<file path="src/rtl/axi_burst_master_if.sv">
// ============================================================================
// axi_burst_master_if : AXI4 bus bundle (AW/W/B/AR/R) with master/slave views
// Rev 1.0
// ============================================================================
`default_nettype none

interface axi_burst_master_if;
  logic [3:0]  AWID;
  logic [31:0] AWADDR;
  logic [7:0]  AWLEN;
  logic [2:0]  AWSIZE;
  logic [1:0]  AWBURST;
  logic        AWLOCK;
  logic [3:0]  AWCACHE;
  logic [2:0]  AWPROT;
  logic        AWVALID;
  logic        AWREADY;

  logic [31:0] WDATA;
  logic [3:0]  WSTRB;
  logic        WLAST;
  logic        WVALID;
  logic        WREADY;

  logic [3:0]  BID;
  logic [1:0]  BRESP;
  logic        BVALID;
  logic        BREADY;

  logic [3:0]  ARID;
  logic [31:0] ARADDR;
  logic [7:0]  ARLEN;
  logic [2:0]  ARSIZE;
  logic [1:0]  ARBURST;
  logic        ARLOCK;
  logic [3:0]  ARCACHE;
  logic [2:0]  ARPROT;
  logic        ARVALID;
  logic        ARREADY;

  logic [3:0]  RID;
  logic [31:0] RDATA;
  logic [1:0]  RRESP;
  logic        RLAST;
  logic        RVALID;
  logic        RREADY;

  modport master (
    output AWID, AWADDR, AWLEN, AWSIZE, AWBURST, AWLOCK, AWCACHE, AWPROT, AWVALID,
    input  AWREADY,
    output WDATA, WSTRB, WLAST, WVALID,
    input  WREADY,
    input  BID, BRESP, BVALID,
    output BREADY,
    output ARID, ARADDR, ARLEN, ARSIZE, ARBURST, ARLOCK, ARCACHE, ARPROT, ARVALID,
    input  ARREADY,
    input  RID, RDATA, RRESP, RLAST, RVALID,
    output RREADY
  );

  modport slave (
    input  AWID, AWADDR, AWLEN, AWSIZE, AWBURST, AWLOCK, AWCACHE, AWPROT, AWVALID,
    output AWREADY,
    input  WDATA, WSTRB, WLAST, WVALID,
    output WREADY,
    output BID, BRESP, BVALID,
    input  BREADY,
    input  ARID, ARADDR, ARLEN, ARSIZE, ARBURST, ARLOCK, ARCACHE, ARPROT, ARVALID,
    output ARREADY,
    output RID, RDATA, RRESP, RLAST, RVALID,
    input  RREADY
  );
endinterface

`default_nettype wire

</file>
<file path="src/rtl/axi_burst_master.sv">
// ============================================================================
// axi_burst_master : single-outstanding AXI4 INCR burst master, 32-bit beats
// Rev 1.0
// ============================================================================
`default_nettype none

module axi_burst_master #(
  parameter logic [3:0] ID = 4'h0
) (
  input  wire logic        ACLK,
  input  wire logic        ARESETn,

  input  wire logic        i_cmd_valid,
  output logic             o_cmd_ready,
  input  wire logic        i_cmd_write,
  input  wire logic [31:0] i_cmd_addr,
  input  wire logic [7:0]  i_cmd_len,

  input  wire logic [31:0] i_wr_data,
  input  wire logic [3:0]  i_wr_strb,
  input  wire logic        i_wr_valid,
  output logic             o_wr_ready,

  output logic [31:0]      o_rd_data,
  output logic             o_rd_last,
  output logic             o_rd_valid,
  input  wire logic        i_rd_ready,

  output logic             o_done,
  output logic             o_err,

  axi_burst_master_if.master m_axi
);

  typedef enum logic [2:0] {
    S_IDLE = 3'd0,
    S_AW   = 3'd1,
    S_W    = 3'd2,
    S_B    = 3'd3,
    S_AR   = 3'd4,
    S_R    = 3'd5
  } state_t;

  localparam logic [2:0] c_SIZE_4B = 3'b010;
  localparam logic [1:0] c_BURST_INCR = 2'b01;

  state_t      r_state;
  logic [31:0] r_addr;
  logic [7:0]  r_len;
  logic [7:0]  r_cnt;
  logic        r_cmd_ready;
  logic        r_awvalid;
  logic        r_arvalid;
  logic        r_w_en;
  logic        r_bready;
  logic        r_r_en;
  logic        r_done;
  logic        r_err;

  logic w_last;
  logic w_w_hs;
  logic w_r_hs;
  logic w_r_err;

  // The beat counter alone marks the final beat; it never decrements past 0.
  assign w_last  = (r_cnt == 8'd0);
  assign w_w_hs  = r_w_en & i_wr_valid & m_axi.WREADY;
  assign w_r_hs  = r_r_en & m_axi.RVALID & i_rd_ready;
  assign w_r_err = (m_axi.RRESP != 2'b00) | (m_axi.RID != ID) | (m_axi.RLAST != w_last);

  always_ff @(posedge ACLK or negedge ARESETn) begin
    if (!ARESETn) begin
      r_state     <= S_IDLE;
      r_addr      <= '0;
      r_len       <= '0;
      r_cnt       <= '0;
      r_cmd_ready <= 1'b1;
      r_awvalid   <= 1'b0;
      r_arvalid   <= 1'b0;
      r_w_en      <= 1'b0;
      r_bready    <= 1'b0;
      r_r_en      <= 1'b0;
      r_done      <= 1'b0;
      r_err       <= 1'b0;
    end else begin
      r_done <= 1'b0;
      case (r_state)
        S_IDLE: begin
          if (i_cmd_valid) begin
            r_addr      <= i_cmd_addr & ~32'h3;
            r_len       <= i_cmd_len;
            r_cnt       <= i_cmd_len;
            r_err       <= 1'b0;
            r_cmd_ready <= 1'b0;
            if (i_cmd_write) begin
              r_awvalid <= 1'b1;
              r_state   <= S_AW;
            end else begin
              r_arvalid <= 1'b1;
              r_state   <= S_AR;
            end
          end
        end
        S_AW: begin
          if (m_axi.AWREADY) begin
            r_awvalid <= 1'b0;
            r_w_en    <= 1'b1;
            r_state   <= S_W;
          end
        end
        S_W: begin
          if (w_w_hs) begin
            if (w_last) begin
              r_w_en   <= 1'b0;
              r_bready <= 1'b1;
              r_state  <= S_B;
            end else begin
              r_cnt <= r_cnt - 8'd1;
            end
          end
        end
        S_B: begin
          if (m_axi.BVALID) begin
            r_err       <= (m_axi.BRESP != 2'b00) | (m_axi.BID != ID);
            r_done      <= 1'b1;
            r_bready    <= 1'b0;
            r_cmd_ready <= 1'b1;
            r_state     <= S_IDLE;
          end
        end
        S_AR: begin
          if (m_axi.ARREADY) begin
            r_arvalid <= 1'b0;
            r_r_en    <= 1'b1;
            r_state   <= S_R;
          end
        end
        S_R: begin
          if (w_r_hs) begin
            r_err <= r_err | w_r_err;
            if (w_last) begin
              r_r_en      <= 1'b0;
              r_done      <= 1'b1;
              r_cmd_ready <= 1'b1;
              r_state     <= S_IDLE;
            end else begin
              r_cnt <= r_cnt - 8'd1;
            end
          end
        end
        default: begin
          r_state     <= S_IDLE;
          r_cmd_ready <= 1'b1;
          r_awvalid   <= 1'b0;
          r_arvalid   <= 1'b0;
          r_w_en      <= 1'b0;
          r_bready    <= 1'b0;
          r_r_en      <= 1'b0;
        end
      endcase
    end
  end

  assign o_cmd_ready = r_cmd_ready;
  assign o_done      = r_done;
  assign o_err       = r_err;

  assign m_axi.AWID    = ID;
  assign m_axi.AWADDR  = r_addr;
  assign m_axi.AWLEN   = r_len;
  assign m_axi.AWSIZE  = c_SIZE_4B;
  assign m_axi.AWBURST = c_BURST_INCR;
  assign m_axi.AWLOCK  = 1'b0;
  assign m_axi.AWCACHE = 4'h0;
  assign m_axi.AWPROT  = 3'h0;
  assign m_axi.AWVALID = r_awvalid;

  // Write and read data paths are combinational pass-through gated by state.
  assign m_axi.WDATA  = i_wr_data;
  assign m_axi.WSTRB  = i_wr_strb;
  assign m_axi.WLAST  = r_w_en & w_last;
  assign m_axi.WVALID = r_w_en & i_wr_valid;
  assign o_wr_ready   = r_w_en & m_axi.WREADY;

  assign m_axi.BREADY = r_bready;

  assign m_axi.ARID    = ID;
  assign m_axi.ARADDR  = r_addr;
  assign m_axi.ARLEN   = r_len;
  assign m_axi.ARSIZE  = c_SIZE_4B;
  assign m_axi.ARBURST = c_BURST_INCR;
  assign m_axi.ARLOCK  = 1'b0;
  assign m_axi.ARCACHE = 4'h0;
  assign m_axi.ARPROT  = 3'h0;
  assign m_axi.ARVALID = r_arvalid;

  assign o_rd_data    = m_axi.RDATA;
  assign o_rd_last    = r_r_en & w_last;
  assign o_rd_valid   = r_r_en & m_axi.RVALID;
  assign m_axi.RREADY = r_r_en & i_rd_ready;

endmodule

`default_nettype wire

</file>
<file path="src/flat_wrapper.sv">
// flat-port wrapper written by rule: the top's interface ports become plain ports
module axi_burst_master_flat 
#(
  parameter logic [3:0] ID = 4'h0
)
  (ACLK, ARESETn, i_cmd_valid, o_cmd_ready, i_cmd_write, i_cmd_addr, i_cmd_len, i_wr_data, i_wr_strb, i_wr_valid, o_wr_ready, o_rd_data, o_rd_last, o_rd_valid, i_rd_ready, o_done, o_err, m_axi_AWID, m_axi_AWADDR, m_axi_AWLEN, m_axi_AWSIZE, m_axi_AWBURST, m_axi_AWLOCK, m_axi_AWCACHE, m_axi_AWPROT, m_axi_AWVALID, m_axi_AWREADY, m_axi_WDATA, m_axi_WSTRB, m_axi_WLAST, m_axi_WVALID, m_axi_WREADY, m_axi_BID, m_axi_BRESP, m_axi_BVALID, m_axi_BREADY, m_axi_ARID, m_axi_ARADDR, m_axi_ARLEN, m_axi_ARSIZE, m_axi_ARBURST, m_axi_ARLOCK, m_axi_ARCACHE, m_axi_ARPROT, m_axi_ARVALID, m_axi_ARREADY, m_axi_RID, m_axi_RDATA, m_axi_RRESP, m_axi_RLAST, m_axi_RVALID, m_axi_RREADY);
  axi_burst_master_if m_axi_i ();
  input  wire logic ACLK;
  input  wire logic ARESETn;
  input  wire logic i_cmd_valid;
  output logic o_cmd_ready;
  input  wire logic i_cmd_write;
  input  wire logic [31:0] i_cmd_addr;
  input  wire logic [7:0] i_cmd_len;
  input  wire logic [31:0] i_wr_data;
  input  wire logic [3:0] i_wr_strb;
  input  wire logic i_wr_valid;
  output logic o_wr_ready;
  output logic [31:0] o_rd_data;
  output logic o_rd_last;
  output logic o_rd_valid;
  input  wire logic i_rd_ready;
  output logic o_done;
  output logic o_err;
  output wire logic [$bits(m_axi_i.AWID)-1:0] m_axi_AWID;
  output wire logic [$bits(m_axi_i.AWADDR)-1:0] m_axi_AWADDR;
  output wire logic [$bits(m_axi_i.AWLEN)-1:0] m_axi_AWLEN;
  output wire logic [$bits(m_axi_i.AWSIZE)-1:0] m_axi_AWSIZE;
  output wire logic [$bits(m_axi_i.AWBURST)-1:0] m_axi_AWBURST;
  output wire logic [$bits(m_axi_i.AWLOCK)-1:0] m_axi_AWLOCK;
  output wire logic [$bits(m_axi_i.AWCACHE)-1:0] m_axi_AWCACHE;
  output wire logic [$bits(m_axi_i.AWPROT)-1:0] m_axi_AWPROT;
  output wire logic [$bits(m_axi_i.AWVALID)-1:0] m_axi_AWVALID;
  input wire logic [$bits(m_axi_i.AWREADY)-1:0] m_axi_AWREADY;
  output wire logic [$bits(m_axi_i.WDATA)-1:0] m_axi_WDATA;
  output wire logic [$bits(m_axi_i.WSTRB)-1:0] m_axi_WSTRB;
  output wire logic [$bits(m_axi_i.WLAST)-1:0] m_axi_WLAST;
  output wire logic [$bits(m_axi_i.WVALID)-1:0] m_axi_WVALID;
  input wire logic [$bits(m_axi_i.WREADY)-1:0] m_axi_WREADY;
  input wire logic [$bits(m_axi_i.BID)-1:0] m_axi_BID;
  input wire logic [$bits(m_axi_i.BRESP)-1:0] m_axi_BRESP;
  input wire logic [$bits(m_axi_i.BVALID)-1:0] m_axi_BVALID;
  output wire logic [$bits(m_axi_i.BREADY)-1:0] m_axi_BREADY;
  output wire logic [$bits(m_axi_i.ARID)-1:0] m_axi_ARID;
  output wire logic [$bits(m_axi_i.ARADDR)-1:0] m_axi_ARADDR;
  output wire logic [$bits(m_axi_i.ARLEN)-1:0] m_axi_ARLEN;
  output wire logic [$bits(m_axi_i.ARSIZE)-1:0] m_axi_ARSIZE;
  output wire logic [$bits(m_axi_i.ARBURST)-1:0] m_axi_ARBURST;
  output wire logic [$bits(m_axi_i.ARLOCK)-1:0] m_axi_ARLOCK;
  output wire logic [$bits(m_axi_i.ARCACHE)-1:0] m_axi_ARCACHE;
  output wire logic [$bits(m_axi_i.ARPROT)-1:0] m_axi_ARPROT;
  output wire logic [$bits(m_axi_i.ARVALID)-1:0] m_axi_ARVALID;
  input wire logic [$bits(m_axi_i.ARREADY)-1:0] m_axi_ARREADY;
  input wire logic [$bits(m_axi_i.RID)-1:0] m_axi_RID;
  input wire logic [$bits(m_axi_i.RDATA)-1:0] m_axi_RDATA;
  input wire logic [$bits(m_axi_i.RRESP)-1:0] m_axi_RRESP;
  input wire logic [$bits(m_axi_i.RLAST)-1:0] m_axi_RLAST;
  input wire logic [$bits(m_axi_i.RVALID)-1:0] m_axi_RVALID;
  output wire logic [$bits(m_axi_i.RREADY)-1:0] m_axi_RREADY;
  assign m_axi_AWID = m_axi_i.AWID;
  assign m_axi_AWADDR = m_axi_i.AWADDR;
  assign m_axi_AWLEN = m_axi_i.AWLEN;
  assign m_axi_AWSIZE = m_axi_i.AWSIZE;
  assign m_axi_AWBURST = m_axi_i.AWBURST;
  assign m_axi_AWLOCK = m_axi_i.AWLOCK;
  assign m_axi_AWCACHE = m_axi_i.AWCACHE;
  assign m_axi_AWPROT = m_axi_i.AWPROT;
  assign m_axi_AWVALID = m_axi_i.AWVALID;
  assign m_axi_i.AWREADY = m_axi_AWREADY;
  assign m_axi_WDATA = m_axi_i.WDATA;
  assign m_axi_WSTRB = m_axi_i.WSTRB;
  assign m_axi_WLAST = m_axi_i.WLAST;
  assign m_axi_WVALID = m_axi_i.WVALID;
  assign m_axi_i.WREADY = m_axi_WREADY;
  assign m_axi_i.BID = m_axi_BID;
  assign m_axi_i.BRESP = m_axi_BRESP;
  assign m_axi_i.BVALID = m_axi_BVALID;
  assign m_axi_BREADY = m_axi_i.BREADY;
  assign m_axi_ARID = m_axi_i.ARID;
  assign m_axi_ARADDR = m_axi_i.ARADDR;
  assign m_axi_ARLEN = m_axi_i.ARLEN;
  assign m_axi_ARSIZE = m_axi_i.ARSIZE;
  assign m_axi_ARBURST = m_axi_i.ARBURST;
  assign m_axi_ARLOCK = m_axi_i.ARLOCK;
  assign m_axi_ARCACHE = m_axi_i.ARCACHE;
  assign m_axi_ARPROT = m_axi_i.ARPROT;
  assign m_axi_ARVALID = m_axi_i.ARVALID;
  assign m_axi_i.ARREADY = m_axi_ARREADY;
  assign m_axi_i.RID = m_axi_RID;
  assign m_axi_i.RDATA = m_axi_RDATA;
  assign m_axi_i.RRESP = m_axi_RRESP;
  assign m_axi_i.RLAST = m_axi_RLAST;
  assign m_axi_i.RVALID = m_axi_RVALID;
  assign m_axi_RREADY = m_axi_i.RREADY;
  axi_burst_master #(.ID(ID)) u_core (.ACLK(ACLK), .ARESETn(ARESETn), .i_cmd_valid(i_cmd_valid), .o_cmd_ready(o_cmd_ready), .i_cmd_write(i_cmd_write), .i_cmd_addr(i_cmd_addr), .i_cmd_len(i_cmd_len), .i_wr_data(i_wr_data), .i_wr_strb(i_wr_strb), .i_wr_valid(i_wr_valid), .o_wr_ready(o_wr_ready), .o_rd_data(o_rd_data), .o_rd_last(o_rd_last), .o_rd_valid(o_rd_valid), .i_rd_ready(i_rd_ready), .o_done(o_done), .o_err(o_err), .m_axi(m_axi_i));
endmodule
</file>
<file path="config.mk">
export PLATFORM = sky130hd
export DESIGN_NAME = axi_burst_master_flat
export DESIGN_NICKNAME = d
export VERILOG_FILES = /design/src/rtl/axi_burst_master_if.sv /design/src/rtl/axi_burst_master.sv /design/src/flat_wrapper.sv
export SDC_FILE = /design/constraint.sdc
export NUM_CORES = 1
export LEC_CHECK = 0
export BUFFER_PORTS_ARGS = -buffer_cell sky130_fd_sc_hd__buf_4
export CAP_MARGIN = 0
export CELL_PAD_IN_SITES_DETAIL_PLACEMENT = 1
export CELL_PAD_IN_SITES_GLOBAL_PLACEMENT = 2
export CORE_MARGIN = 4
export CORE_UTILIZATION = 22
export CTS_CLUSTER_DIAMETER = 30
export DETAILED_ROUTE_END_ITERATION = 8
export HOLD_SLACK_MARGIN = 0.08
export PLACE_DENSITY_LB_ADDON = 0.12
export SETUP_SLACK_MARGIN = 0.1
export SLEW_MARGIN = 5
export SYNTH_ARGS = -nofsm -noshare
export SYNTH_HDL_FRONTEND = slang
export SYNTH_SLANG_ARGS = --single-unit
export TNS_END_PERCENT = 100
</file>
<file path="constraint.sdc">
create_clock -name ACLK -period 5.7 [get_ports ACLK]
set_input_delay 1.71 -clock ACLK [delete_from_list [all_inputs] [get_ports ACLK]]
set_output_delay 1.71 -clock ACLK [all_outputs]
set_load 0.02 [all_outputs]
</file>
==> impl_results.md <==
- CTS Sinks: 57
- # diodes: 0
- Setup total negative slack: 0 ns
- Comb pwr share: 54.1%
- Global Route met1 Usage: 12.8%
- Synth cell count leaders: buf_4 (145), dfrtp_1 (56), mux2_2 (37)
- Crit path buf inv count: 2
- DR WL/cell: 17.1 um
- Share of layout cells above drive strength 1: 48.1%
- Cells on worst reg2reg path: 4
- GRT overflow: 0
- Post-Place Worst Slack: 1.81 ns
- Largest net degree at the start of global routing: 58
- CTS H-tree depth: 3
- Max_slew headroom: 43.2%
- Dpl hpwl: 8320 um
- Rows: 48
- Clock Skew: 0.00291 ns
- CP Class: input port to primary output
- Setup bufs post-CTS: 0
- Chip width: 142 um
- Clk slew on worst S/H paths: 0.05 ns
- FMAX: 257 MHz
- Leakage: 0.00213 uW
- Initial DRC Count: 117
- Clock power share: 17.8%
- Most common flop cell mapped by yosys: dfrtp_1
- CP Cell Sequence: buf_4 -> and2_1 -> buf_4
- XOR/XNOR share of the synthesized area: 0%
- Yosys cell types: 55
- Initial antenna violation count: 0
- I/O Buffers: 149
- Die Height: 142 um
- Sw Share: 43.4%
- Register share of total power: 28.1%
- Post-synthesis mux area share: 12.2%
- Yosys reg bits: 57
- Max-cap viol count: 0
- Met3 Resource Use GR: 3.13%
- CTS Buf Count: 9
- CP Depth: 3
- Ports: 326
- Period utilization: 68.2%
- EDFF count, synth: 0
- CP startpoint kind: input port
- Critical Path RT: 3.99 ns
- Post-Route WL: 11400 um
- Min cycle time layout: 3.88 ns
- Number of global-route vias before repair: 3092
- Slew Limit Fails: 0
- Crit path top cell by count: buf_4
- Top cells by area, synth: dfrtp_1 (35%), buf_4 (28%), mux2_2 (11%)
- CP endpoint kind: primary output
- Largest family of logic cells by synthesized area: buffers and inverters
- Initial Utilization: 22.6%
- Clk Latency, worst-skew pair: 0.32 ns
- Via count: 2833
- Finished Cell Area: 4640 um^2
- Post-CTS sizing: 0
- Slowest stage cell, crit path: and2_1
- Placed instance area: 4350 um^2
- P&R area growth vs syn: 17.4%
- Slew at the pin with the worst max-slew slack: 0.852 ns
- Crit path max fanout: 2
- Die area: 20200 um^2
- Power Dens Cells: 657 nW/um^2
- Hold_sp: u_core.m_axi.ARLEN[0]
- DRC: 0
- Most common cell in the netlist: buf_4
- Critical R2R Launch: u_core.r_state[2]
- # setup viols final: 0
- Delay of the slowest cell on the worst path: 0.19 ns
- Worst EP arrival: 2.17 ns
- Gpl congestion: 0.704
- Worst setup margin: 1.82 ns
- Async SR Flop Fraction: 100%
- Post-route antenna net violation count: 0
- Yosys top cell by area: dfrtp_1
- Internal cell power: 1730 uW
- Mean Syn Cell Area: 9.98 um^2
- Post-Syn Instances: 396
- Synth Area in Compound Gates: 10.8%
- Via density: 4.28
- Core Util, Final: 26.6%
- First-pass GRT wire length: 17300 um
- CORE AREA: 17500 um^2
- Synth Area in Adders: 0.317%
- Critical Path Start: m_axi_WREADY
- Met2 Usage GRT: 18.6%
- Fin cells: 662
- Post-CTS Hold Fix Bufs: 0
- Final Hold Fails: 0
- Synth Area in Simple Gates: 10.1%
- Status: completed
- CTS Root Cell: clkbuf_16
- Post-synthesis sequential area ratio: 36.1%
- Worst-case clock buffer depth: 2
- CTS tree: built
- Busiest grt layer: met2
- Net Switching: 1320 uW
- Drt first pass iters: 4
- Synthesized area: 3950 um^2
- CP top delay family: buffers and inverters
- Worst Hold Class: register to register
- Gr usage total: 11.1%
- Setup slack, reg-to-reg: 3.14 ns
- Final #Nets: 566
- Peak supply drop: 203 uV
- Post-synth top area share: 35.5%
- YS warnings: 0
- Reg-to-Reg End: u_core.r_cnt[1]
- DP Cell Count: 647
- Worst setup path end: o_wr_ready
- RSZ-0062 raised after global routing: false
## metal layers
metal  wire [um]  share of wire (%)
met4         267                2.4
met1        4560                 40
met2        5520                 49
met5           0                  0
met3        1000                8.8
## area by class of cell
| cell class | count | area (um^2) |
|---|---|---|
| clock inverter | 3 | 40.0 |
| multi-input combinational | 205 | 1470 |
| inverter | 10 | 37.5 |
| timing repair buffer | 150 | 1130 |
| tap | 225 | 282 |
| fill | 2008 | 12800 |
| sequential | 57 | 1430 |
| clock buffer | 12 | 256 |
## power by group through the flow
stage | Clock [uW] | Combinational [uW] | Sequential, uW
after floorplan | 0 | 1150 | 947
after global placement | 0 | 1670 | 862
after detailed placement | 0 | 1680 | 867
after CTS | 574 | 1680 | 864
after global routing | 593 | 1780 | 896
final | 543 | 1650 | 856
## per-stage QoR
stage / total power (uW) / hold WS [ns]
2_1_floorplan: 2100 / 0.512
3_3_place_gp: 2530 / 0.518
3_5_place_dp: 2550 / 0.526
4_1_cts: 3120 / 0.539
5_1_grt: 3270 / 0.556
6_report: 3050 / 0.524
## sequential cells by signal, summed over array words and instances, names as in the netlist
| name | count |
|---|---|
| u_core.m_axi.ARVALID | 1 |
| u_core.o_done | 1 |
| u_core.o_cmd_ready | 1 |
| u_core.o_err | 1 |
| u_core.r_cnt | 8 |
| u_core.m_axi.ARADDR | 30 |
| u_core.r_state | 3 |
| u_core.m_axi.ARLEN | 8 |
| u_core.m_axi.AWVALID | 1 |
| u_core.r_r_en | 1 |
| u_core.m_axi.BREADY | 1 |
| u_core.r_w_en | 1 |
## cells in the final DEF (no fill, tap or decap), types with 2 or more instances in the layout
cell type	count
nor4_1	6
a31oi_1	2
nor3_1	6
nand3_1	8
a21oi_1	6
nand2b_1	2
a41oi_1	3
or3_1	2
o211ai_1	3
clkbuf_8	2
a2bb2oi_1	4
a21o_1	3
buf_4	150
o31ai_1	5
clkbuf_16	9
mux2_2	37
nor2_1	11
and3_1	3
clkinv_2	2
and2_1	4
and3b_1	2
nand2_1	8
conb_1	38
nor2b_1	3
nor4b_1	2
inv_1	10
nand3b_1	2
o21ai_0	10
o22ai_1	3
a211oi_1	4
a32oi_1	2
dfrtp_1	56
mux2i_1	5
## logic make-up (layout without fill, tap and decap cells)
kind of cell             Yosys count  in the layout
other                              2             38
flip-flops                        57             57
multiplexers                      43             43
AO/OA/AOI/OAI                     56             56
adder cells (fa/ha/maj)            1              1
AND/OR/NAND/NOR                   67             67
buffers and inverters            170            175
## worst min path at each step
stage               cells past startpoint                 endpoint
global placement                        1    u_core.m_axi.ARLEN[0]
global route                            1  u_core.m_axi.ARADDR[23]
detailed placement                      1  u_core.m_axi.ARADDR[26]
finish                                  1    u_core.m_axi.ARLEN[0]
CTS                                     1    u_core.m_axi.ARLEN[0]
floorplan                               2          u_core.r_cnt[4]
(Power assumes the default switching activity.)
